**src/rtl/qed_pkg.sv**
```systemverilog
// Shared constants for the QED replay buffer: opcodes, duplicate-mode offsets and the FSM state type.
package qed_pkg;

    localparam logic [6:0] OP_R     = 7'b0110011;
    localparam logic [6:0] OP_I     = 7'b0010011;
    localparam logic [6:0] OP_LW    = 7'b0000011;
    localparam logic [6:0] OP_SW    = 7'b0100011;
    localparam logic [6:0] OP_LUI   = 7'b0110111;
    localparam logic [6:0] OP_AUIPC = 7'b0010111;
    localparam logic [6:0] OP_JAL   = 7'b1101111;
    localparam logic [6:0] OP_NOP   = 7'b1111111;

    localparam logic [31:0] QED_NOP = 32'h0000007F;
    localparam logic [4:0]  REG_OFS = 5'd16;

    typedef enum logic [1:0] {
        ST_ORIG = 2'd0,
        ST_DUP  = 2'd1,
        ST_DONE = 2'd2
    } qed_state_e;

    // x0 stays x0 so hardwired-zero semantics are identical in both halves.
    function automatic logic [4:0] remap_reg(input logic [4:0] r);
        return (r == 5'd0) ? r : r + REG_OFS;
    endfunction

endpackage

```
**src/rtl/qed_inst_remap.sv**
```systemverilog
// Combinational original->duplicate translation: registers move to the upper half,
// memory accesses move MEM_OFS bytes up.
module qed_inst_remap
    import qed_pkg::*;
#(
    parameter int MEM_OFS = 64
) (
    input  logic [31:0] inst,
    output logic [31:0] remapped
);

    logic [11:0] imm_i;
    logic [11:0] imm_s;

    always_comb begin
        remapped = inst;
        imm_i    = inst[31:20] + 12'(MEM_OFS);
        imm_s    = {inst[31:25], inst[11:7]} + 12'(MEM_OFS);
        case (inst[6:0])
            OP_R: begin
                remapped[11:7]  = remap_reg(inst[11:7]);
                remapped[19:15] = remap_reg(inst[19:15]);
                remapped[24:20] = remap_reg(inst[24:20]);
            end
            OP_I: begin
                remapped[11:7]  = remap_reg(inst[11:7]);
                remapped[19:15] = remap_reg(inst[19:15]);
            end
            OP_LW: begin
                remapped[11:7]  = remap_reg(inst[11:7]);
                remapped[19:15] = remap_reg(inst[19:15]);
                remapped[31:20] = imm_i;
            end
            OP_SW: begin
                remapped[19:15] = remap_reg(inst[19:15]);
                remapped[24:20] = remap_reg(inst[24:20]);
                remapped[31:25] = imm_s[11:5];
                remapped[11:7]  = imm_s[4:0];
            end
            OP_LUI, OP_AUIPC, OP_JAL: begin
                remapped[11:7]  = remap_reg(inst[11:7]);
            end
            default: ;
        endcase
    end

endmodule

```
**src/rtl/qed_replay_buffer.sv**
```systemverilog
// Records accepted original instructions, then replays them remapped as duplicates.
// One fill/drain pass per reset; DONE holds until the next reset.
module qed_replay_buffer
    import qed_pkg::*;
#(
    parameter int DEPTH   = 16,
    parameter int MEM_OFS = 64
) (
    input  logic                       clk,
    input  logic                       rst_n,
    input  logic [31:0]                ifu_instruction,
    input  logic                       ifu_valid,
    input  logic                       stall,
    input  logic                       exec_dup,
    output logic [31:0]                qed_instruction,
    output logic                       qed_valid,
    output logic                       qed_mode,
    output logic [$clog2(DEPTH):0]     orig_count,
    output logic [$clog2(DEPTH):0]     dup_count,
    output logic                       qed_ready
);

    localparam int AW = $clog2(DEPTH);
    localparam int CW = AW + 1;

    qed_state_e      state;
    logic [31:0]     mem [DEPTH];
    logic [AW-1:0]   wr_ptr;
    logic [AW-1:0]   rd_ptr;
    logic [CW-1:0]   fifo_cnt;
    logic [31:0]     dup_inst;
    logic            accept;
    logic            pop;

    assign accept = (state == ST_ORIG) && ifu_valid && !stall;
    assign pop    = (state == ST_DUP) && !stall && (fifo_cnt != '0);

    qed_inst_remap #(.MEM_OFS(MEM_OFS)) u_remap (
        .inst     (mem[rd_ptr]),
        .remapped (dup_inst)
    );

    always_ff @(posedge clk) begin
        if (accept) mem[wr_ptr] <= ifu_instruction;
    end

    always_ff @(posedge clk) begin
        if (!rst_n) begin
            state           <= ST_ORIG;
            wr_ptr          <= '0;
            rd_ptr          <= '0;
            fifo_cnt        <= '0;
            orig_count      <= '0;
            dup_count       <= '0;
            qed_instruction <= QED_NOP;
            qed_valid       <= 1'b0;
            qed_mode        <= 1'b0;
            qed_ready       <= 1'b0;
        end else begin
            qed_ready <= (state == ST_DONE) && (orig_count == dup_count) && (orig_count != '0);
            case (state)
                ST_ORIG: begin
                    if (accept) begin
                        wr_ptr          <= wr_ptr + 1'b1;
                        fifo_cnt        <= fifo_cnt + 1'b1;
                        qed_instruction <= ifu_instruction;
                        qed_valid       <= 1'b1;
                        qed_mode        <= 1'b0;
                        if (orig_count != CW'(DEPTH)) orig_count <= orig_count + 1'b1;
                    end else if (!stall) begin
                        qed_valid <= 1'b0;
                    end
                    // Filling the last slot forces replay; the same-cycle push lands first.
                    if ((accept && fifo_cnt == CW'(DEPTH - 1)) ||
                        (exec_dup && (fifo_cnt != '0 || accept)))
                        state <= ST_DUP;
                end
                ST_DUP: begin
                    if (pop) begin
                        rd_ptr          <= rd_ptr + 1'b1;
                        fifo_cnt        <= fifo_cnt - 1'b1;
                        qed_instruction <= dup_inst;
                        qed_valid       <= 1'b1;
                        qed_mode        <= 1'b1;
                        if (dup_count != CW'(DEPTH)) dup_count <= dup_count + 1'b1;
                        if (fifo_cnt == CW'(1)) state <= ST_DONE;
                    end
                end
                default: begin
                    qed_instruction <= QED_NOP;
                    qed_valid       <= 1'b0;
                    qed_mode        <= 1'b1;
                end
            endcase
        end
    end

endmodule

```
**config.mk**
```make
export PLATFORM = sky130hd
export DESIGN_NAME = qed_replay_buffer
export DESIGN_NICKNAME = d
export VERILOG_FILES = /design/src/rtl/qed_pkg.sv /design/src/rtl/qed_inst_remap.sv /design/src/rtl/qed_replay_buffer.sv
export SDC_FILE = /design/constraint.sdc
export NUM_CORES = 1
export LEC_CHECK = 0
export BUFFER_PORTS_ARGS = -buffer_cell sky130_fd_sc_hd__buf_4
export CORE_MARGIN = 2
export CORE_UTILIZATION = 55
export CTS_CLUSTER_DIAMETER = 60
export DETAILED_ROUTE_END_ITERATION = 16
export GPL_ROUTABILITY_DRIVEN = 0
export PLACE_DENSITY = 0.72
export SLEW_MARGIN = 20
export SYNTH_ARGS = -nofsm -noshare
export SYNTH_HDL_FRONTEND = slang
export SYNTH_SLANG_ARGS = --single-unit
export TNS_END_PERCENT = 20
```
**constraint.sdc**
```tcl
create_clock -name clk -period 5.5 [get_ports clk]
set_input_delay 1.1 -clock clk [delete_from_list [all_inputs] [get_ports clk]]
set_output_delay 1.1 -clock clk [all_outputs]
set_load 0.01 [all_outputs]
```
Yosys cells after proc, flatten, opt, wreduce, memory -nomap -nowiden
Memories as Yosys holds them, arrays and structs flattened. A register that Yosys moved wholly into a read port is not among the register bits.
Cells that the tools add are included.

operators by class
  add/subtract/negate cells = 11
  eq/ne operators = 19
  mux-type cells = 27
  reductions and logical operators = 29

operators by type and width
  kind                     number
  $mux W32                 2
  $pmux W32 S2             1
  $mux W5                  6
  $pmux W5 S2              3
  $add A12 B7 Y12 const B  2
  $eq A7 B6 Y1 const B     3
  $add A5 B1 Y5 const B    3
  $add A5 B5 Y5 const B    3
  $logic_not A5 Y1         3
  $eq A7 B5 Y1 const B     2
  $pmux W7 S2              1
  $ne A5 B5 Y1 const B     2
  $reduce_bool A5 Y1       2
  $reduce_and A3 Y1        3
  $add A4 B1 Y4 const B    2
  $logic_and A1 B1 Y1      8
  $mux W4                  2
  $reduce_and A2 Y1        4
  $eq A7 B2 Y1 const B     1
  $eq A7 B7 Y1 const B     1
  $mux W1                  6
  $mux W2                  3
  $reduce_or A6 Y1         1
  $eq A5 B1 Y1 const B     1
  17 further kinds         21

storage, ports and cells
  bits in registers = 60
  memory bits (writable) = 512
  input bits = 37
  output and inout port bits = 45
  word-level logic and storage cells = 97
  memories kept = 1

memory list
  name  depth  bits a word  read ports  clocked after Yosys merged registers in  write ports  line                     text
  mem   16     32           1           1                                        1            qed_replay_buffer.sv:27  logic [31:0] mem [DEPTH];

Depth between registers and ports, before layout
  depth in word-level cells = 8
  depth in mapped cells = 11

Hierarchy
Synthesis repeated with hierarchy kept, for this count alone.

unflattened totals
  cells, all modules = 1173
  area, all modules = 22531.6 sq um

by module, submodules not included
  module             instances  cells an instance  area an instance (sq um)
  qed_replay_buffer  1          1120               22113.7
  qed_inst_remap     1          53                 417.9

Worst setup path before layout
OpenSTA, ideal clock, no wires.

  kind = input to register
  start point = input ifu_valid
  end point = memory mem[3][0], enable pin
  library setup time = 0.501 ns
  data arrival time = 4.475 ns
  setup slack = 0.524 ns
  cell stages on the path = 3
  buffers on the path = 0
  cell sequence = nor2b_1 nand2_1 nor4_1

between the ends
  longest elaborated chain between the ends = 4

ends and longest elaborated chain
  item                               line                     text
  from (decl)                        qed_replay_buffer.sv:12  input logic ifu_valid,
  $logic_and A1 B1 Y1 (2 in series)  qed_replay_buffer.sv:35  assign accept = (state == ST_ORIG) && ifu_valid && !stall;
  $mux W1                            qed_replay_buffer.sv:44  if (accept) mem[wr_ptr] <= ifu_instruction;
  $mux W1 (implied by the code)      qed_replay_buffer.sv:44
  to (decl)                          qed_replay_buffer.sv:27

Every way passes these cells.

Final worst setup path
  start point = register state[0]
  end point = register fifo_cnt[2]

between the ends
  longest elaborated chain between the ends = 5
  elaborated cells on any way between the ends = 11
  classes of those cells = eq/ne (3); mux (1); reduce/logical (7)

ends and longest elaborated chain
  item                                                         line                                                                       text
  from (decl)                                                  qed_replay_buffer.sv:26                                                    qed_state_e state;
  from (signal assigned)                                       qed_replay_buffer.sv:49                                                    state <= ST_ORIG;
  from (signal assigned)                                       qed_replay_buffer.sv:76                                                    state <= ST_DUP;
  from (signal assigned)                                       qed_replay_buffer.sv:86                                                    if (fifo_cnt == CW'(1)) state <= ST_DONE;
  $eq A2 B1 Y1 or $logic_not A2 Y1 (tied branches)             qed_replay_buffer.sv:36, qed_replay_buffer.sv:61, qed_replay_buffer.sv:35
  $logic_and A1 B1 Y1, on equally long branches (2 in series)  qed_replay_buffer.sv:36, qed_replay_buffer.sv:35
  $ne A2 B2 Y1 (no source line)                                --
  $reduce_and A3 Y1 (no source line)                           --
  to (signal assigned)                                         qed_replay_buffer.sv:65                                                    fifo_cnt <= fifo_cnt + 1'b1;
  to (signal assigned)                                         qed_replay_buffer.sv:81                                                    fifo_cnt <= fifo_cnt - 1'b1;
  to (decl)                                                    qed_replay_buffer.sv:30                                                    logic [CW-1:0] fifo_cnt;

Parallel ways exist; a longest one is shown, timed or not.
A chain may end at the register's enable or synchronous reset.

==> results.sh <==
export IMPL_dieArea_sq_mm=0.04280
export IMPL_hpwl_um=28960
export IMPL_cts_hold_buf=0
export IMPL_grt_pass1_vias=11750
export IMPL_fin_setup_tns_ps=0
export IMPL_crit_chain="nand2b_1 > nor3_2 > or3_1 > nand2b_1 > nor2_1 > xor2_1 > and2_1"
export IMPL_critPathMaxFanout=20
export IMPL_tightest_slew_ps=1092
export IMPL_syn2layout_area_growth_pct=14.04
export IMPL_worst_endpoint_arrival_ps=4220
export IMPL_crit_top_cell="nand2b_1"
export IMPL_cp_slowest_cell="dfxtp_1"
export IMPL_rsz0062_at_grt="no"
export IMPL_synthArstFlopShare_pct=0
export IMPL_numCtsBuffers=57
export IMPL_cts_tree="yes"
export IMPL_use_met3_pct=4.615
export IMPL_synth_avg_cell_area_sq_um=19.74
export IMPL_row_count=74
export IMPL_cp_slowest_stage_delay_ps=950
export IMPL_ys_ff_latch=576
export IMPL_timing_rr_start="state[0]"
export IMPL_peakVddDrop_v=0.0003217
export IMPL_grt_max_degree=65
export IMPL_holdPathStages=2
export IMPL_hold_path_class="reg2reg"
export IMPL_synth_fp_nets=1199
export IMPL_final_nets=1308
export IMPL_ys_flop_type="edfxtp_1"
export IMPL_htreeDepth=2
export IMPL_hold_violations=0
export IMPL_met2_usage_pct=37.40
export IMPL_period_needed_ps=3718
export IMPL_post_cts_buffers=0
export IMPL_port_buffers=81
export IMPL_setup_viol=0
export IMPL_cellLeakagePower_nw=8.210
export IMPL_end_kind="flip-flop"
export IMPL_viasPerCell=6.374
export IMPL_hold_path_end="qed_instruction[26]"
export IMPL_cts_repair_resized=0
export IMPL_seq_area_frac_synth_pct=73.57
export IMPL_synth_warnings=0
export IMPL_nFillCells=2768
export IMPL_path_class="reg2reg"
export IMPL_first_pass_iters=5
export IMPL_synth_cells=1147
export IMPL_multiInputGateArea_sq_mm=0.005712
export IMPL_clkTransAtPathRegs_ps=60
export IMPL_die_w_um=206.9
export IMPL_num_antenna_cells=0
export IMPL_drt_iter0_drc=1419
export IMPL_overflow=0
export IMPL_rrSetupSlack_ps=1780
export IMPL_fin_worst_skew_ps=22.92
export IMPL_cts_buffer_depth=3
export IMPL_grt_busiest_layer="met2"
export IMPL_clkSinkCount=576
export IMPL_drive_gt1_share_pct=28.14
export IMPL_fin_crit_sh_pct=67.61
export IMPL_routed_wl_um=51380
export IMPL_relSlewSlack_pct=27.19
export IMPL_start_util_pct=55.57
export IMPL_ios=82
export IMPL_drv_slew=0
export IMPL_die_h_um=206.9
export IMPL_antenna_found_initial=0
export IMPL_synth_area_sq_mm=0.02264
export IMPL_rr_worst_depth=7
export IMPL_cp_num_buf_inv=0
export IMPL_met1_usage_pct=37.24
export IMPL_seqCellArea_sq_mm=0.01667
export IMPL_timing_rr_end="fifo_cnt[2]"
export IMPL_wl_per_cell_um=27.98
export IMPL_whs_ps=458.3
export IMPL_fmax_mhz=268.9
export IMPL_required_ps=6000
export IMPL_post_synth_num_cell_types=54
export IMPL_max_cap_violations=0
export IMPL_core_area_sq_mm=0.04074
export IMPL_p_per_area_mw_per_mm2=357.8
export IMPL_path_delay_family="simple AND/OR/NAND/NOR gates"
export IMPL_critPathLaunchType="flip-flop"
export IMPL_synth_edf_count=512
export IMPL_worst_skew_pair_late_latency_ps=600
export IMPL_cts_root_buffer="clkbuf_16"
export IMPL_drtAntennaViolNets=0
export IMPL_drc=0
export IMPL_via_count=11700
export IMPL_grt_pass1_wl_um=76200
export IMPL_run_status="finished, final reports clean"
export IMPL_track_usage_pct=24.91
export IMPL_hold_start="qed_instruction[26]"
export IMPL_post_route_util_pct=63.38
[through the flow]
stage / setup slack (ps) / cells / cell area, sq um / power (mW)
2_1_floorplan: 523.6 / 1147 / 22640 / 5.352
3_3_place_gp: 1778 / 1725 / 23930 / 5.619
3_5_place_dp: 1741 / 1725 / 23930 / 5.635
4_1_cts: 1843 / 1832 / 25710 / 9.301
5_1_grt: 1568 / 1836 / 25820 / 9.534
6_report: 1782 / 1836 / 25820 / 9.237
[cell usage after synthesis (7+ instances only)]
cell,n,area (sq um)
o21ai_0,10,50.05
nand2_1,54,202.7
nor3_1,11,55.05
a21oi_1,7,35.03
nor3b_1,17,127.6
mux4_2,152,3423
o221ai_1,7,61.31
mux2i_1,11,110.1
and2_1,25,156.4
nor2b_1,10,62.56
a221oi_1,14,122.6
nor4_1,10,62.56
dfxtp_1,64,1281
inv_1,15,56.30
nand3_1,28,140.1
edfxtp_1,512,15370
buf_6,8,90.09
buf_2,16,80.08
nand4_1,13,81.33
xor2_1,7,61.31
xnor2_1,17,148.9
ha_1,15,187.7
nor2_1,38,142.6
clkbuf_1,31,116.4
[where the power goes]
group / total [mW] / switching [mW] / internal (mW)
logic: 0.659 / 0.385 / 0.274
registers: 4.89 / 0.0621 / 4.83
clock network: 3.69 / 1.58 / 2.11
[final cells by class]
| cell class | count | share of cell area [%] |
|---|---|---|
| Tap cell | 532 | 2.578 |
| Inverter | 15 | 0.2181 |
| Clock buffer | 91 | 6.571 |
| Timing Repair Buffer | 112 | 3.635 |
| Multi-Input combinational cell | 494 | 22.12 |
| Clock inverter | 16 | 0.3247 |
| Sequential cell | 576 | 64.55 |
[sequential cells by signal (all words and copies together) (netlist names), named ones only]
signal	cells
fifo_cnt	5
dup_count	5
wr_ptr	4
qed_ready	1
qed_valid	1
orig_count	5
qed_instruction	32
rd_ptr	4
qed_mode	1
mem	512
state	2
[worst max-delay path by stage]
stage	slack, ps	endpoint	depth (start not counted)	from
3_5_place_dp	1740	mem[15][17]	5	stall
2_1_floorplan	520	mem[3][0]	3	ifu_valid
4_1_cts	1840	qed_instruction[30]	9	flip-flop
6_report	1780	fifo_cnt[2]	7	state[0]
5_1_grt	1570	fifo_cnt[2]	7	state[0]
3_3_place_gp	1780	mem[14][16]	5	stall
[cell families after synthesis]
family	count (synthesis)	share of synthesized area [%]
buffers and inverters	77	1.664
adder cells (fa/ha/maj)	15	0.8290
AO/OA/AOI/OAI	67	2.216
flip-flops	576	73.57
multiplexers	164	15.66
XOR/XNOR	24	0.9285
AND/OR/NAND/NOR	224	5.134
[placed cells by master, fill, tap and decap left out, types with 7 or more instances in the layout]
cell	instances
edfxtp_1	512
clkbuf_1	22
o221ai_1	7
mux2i_1	11
mux4_2	152
a221oi_1	14
dfxtp_1	60
nand3_1	28
a21oi_1	7
clkbuf_8	10
nand2_1	54
nor3b_1	17
clkbuf_16	59
buf_4	106
and2_1	21
xnor2_1	17
inv_1	15
o21ai_0	10
nand4_1	13
xor2_1	7
clkinv_1	8
nor2b_1	9
nor2_1	33
ha_1	15
[worst min-delay path, cell delays in order, from the launching register on]
cell     delay [ps]
dfxtp_1         310
nand3_1          50
o21ai_1          50
[layer usage]
metal  wire [um]  part of all wire (%)  up-vias
met5           0                     0        -
met4        1555                   3.0        0
li1            -                     -     4910
met1       21240                    41     6094
met2       23860                    46      599
met3        4719                   9.2      100
Note: power is estimated with default switching activity, not from simulation.
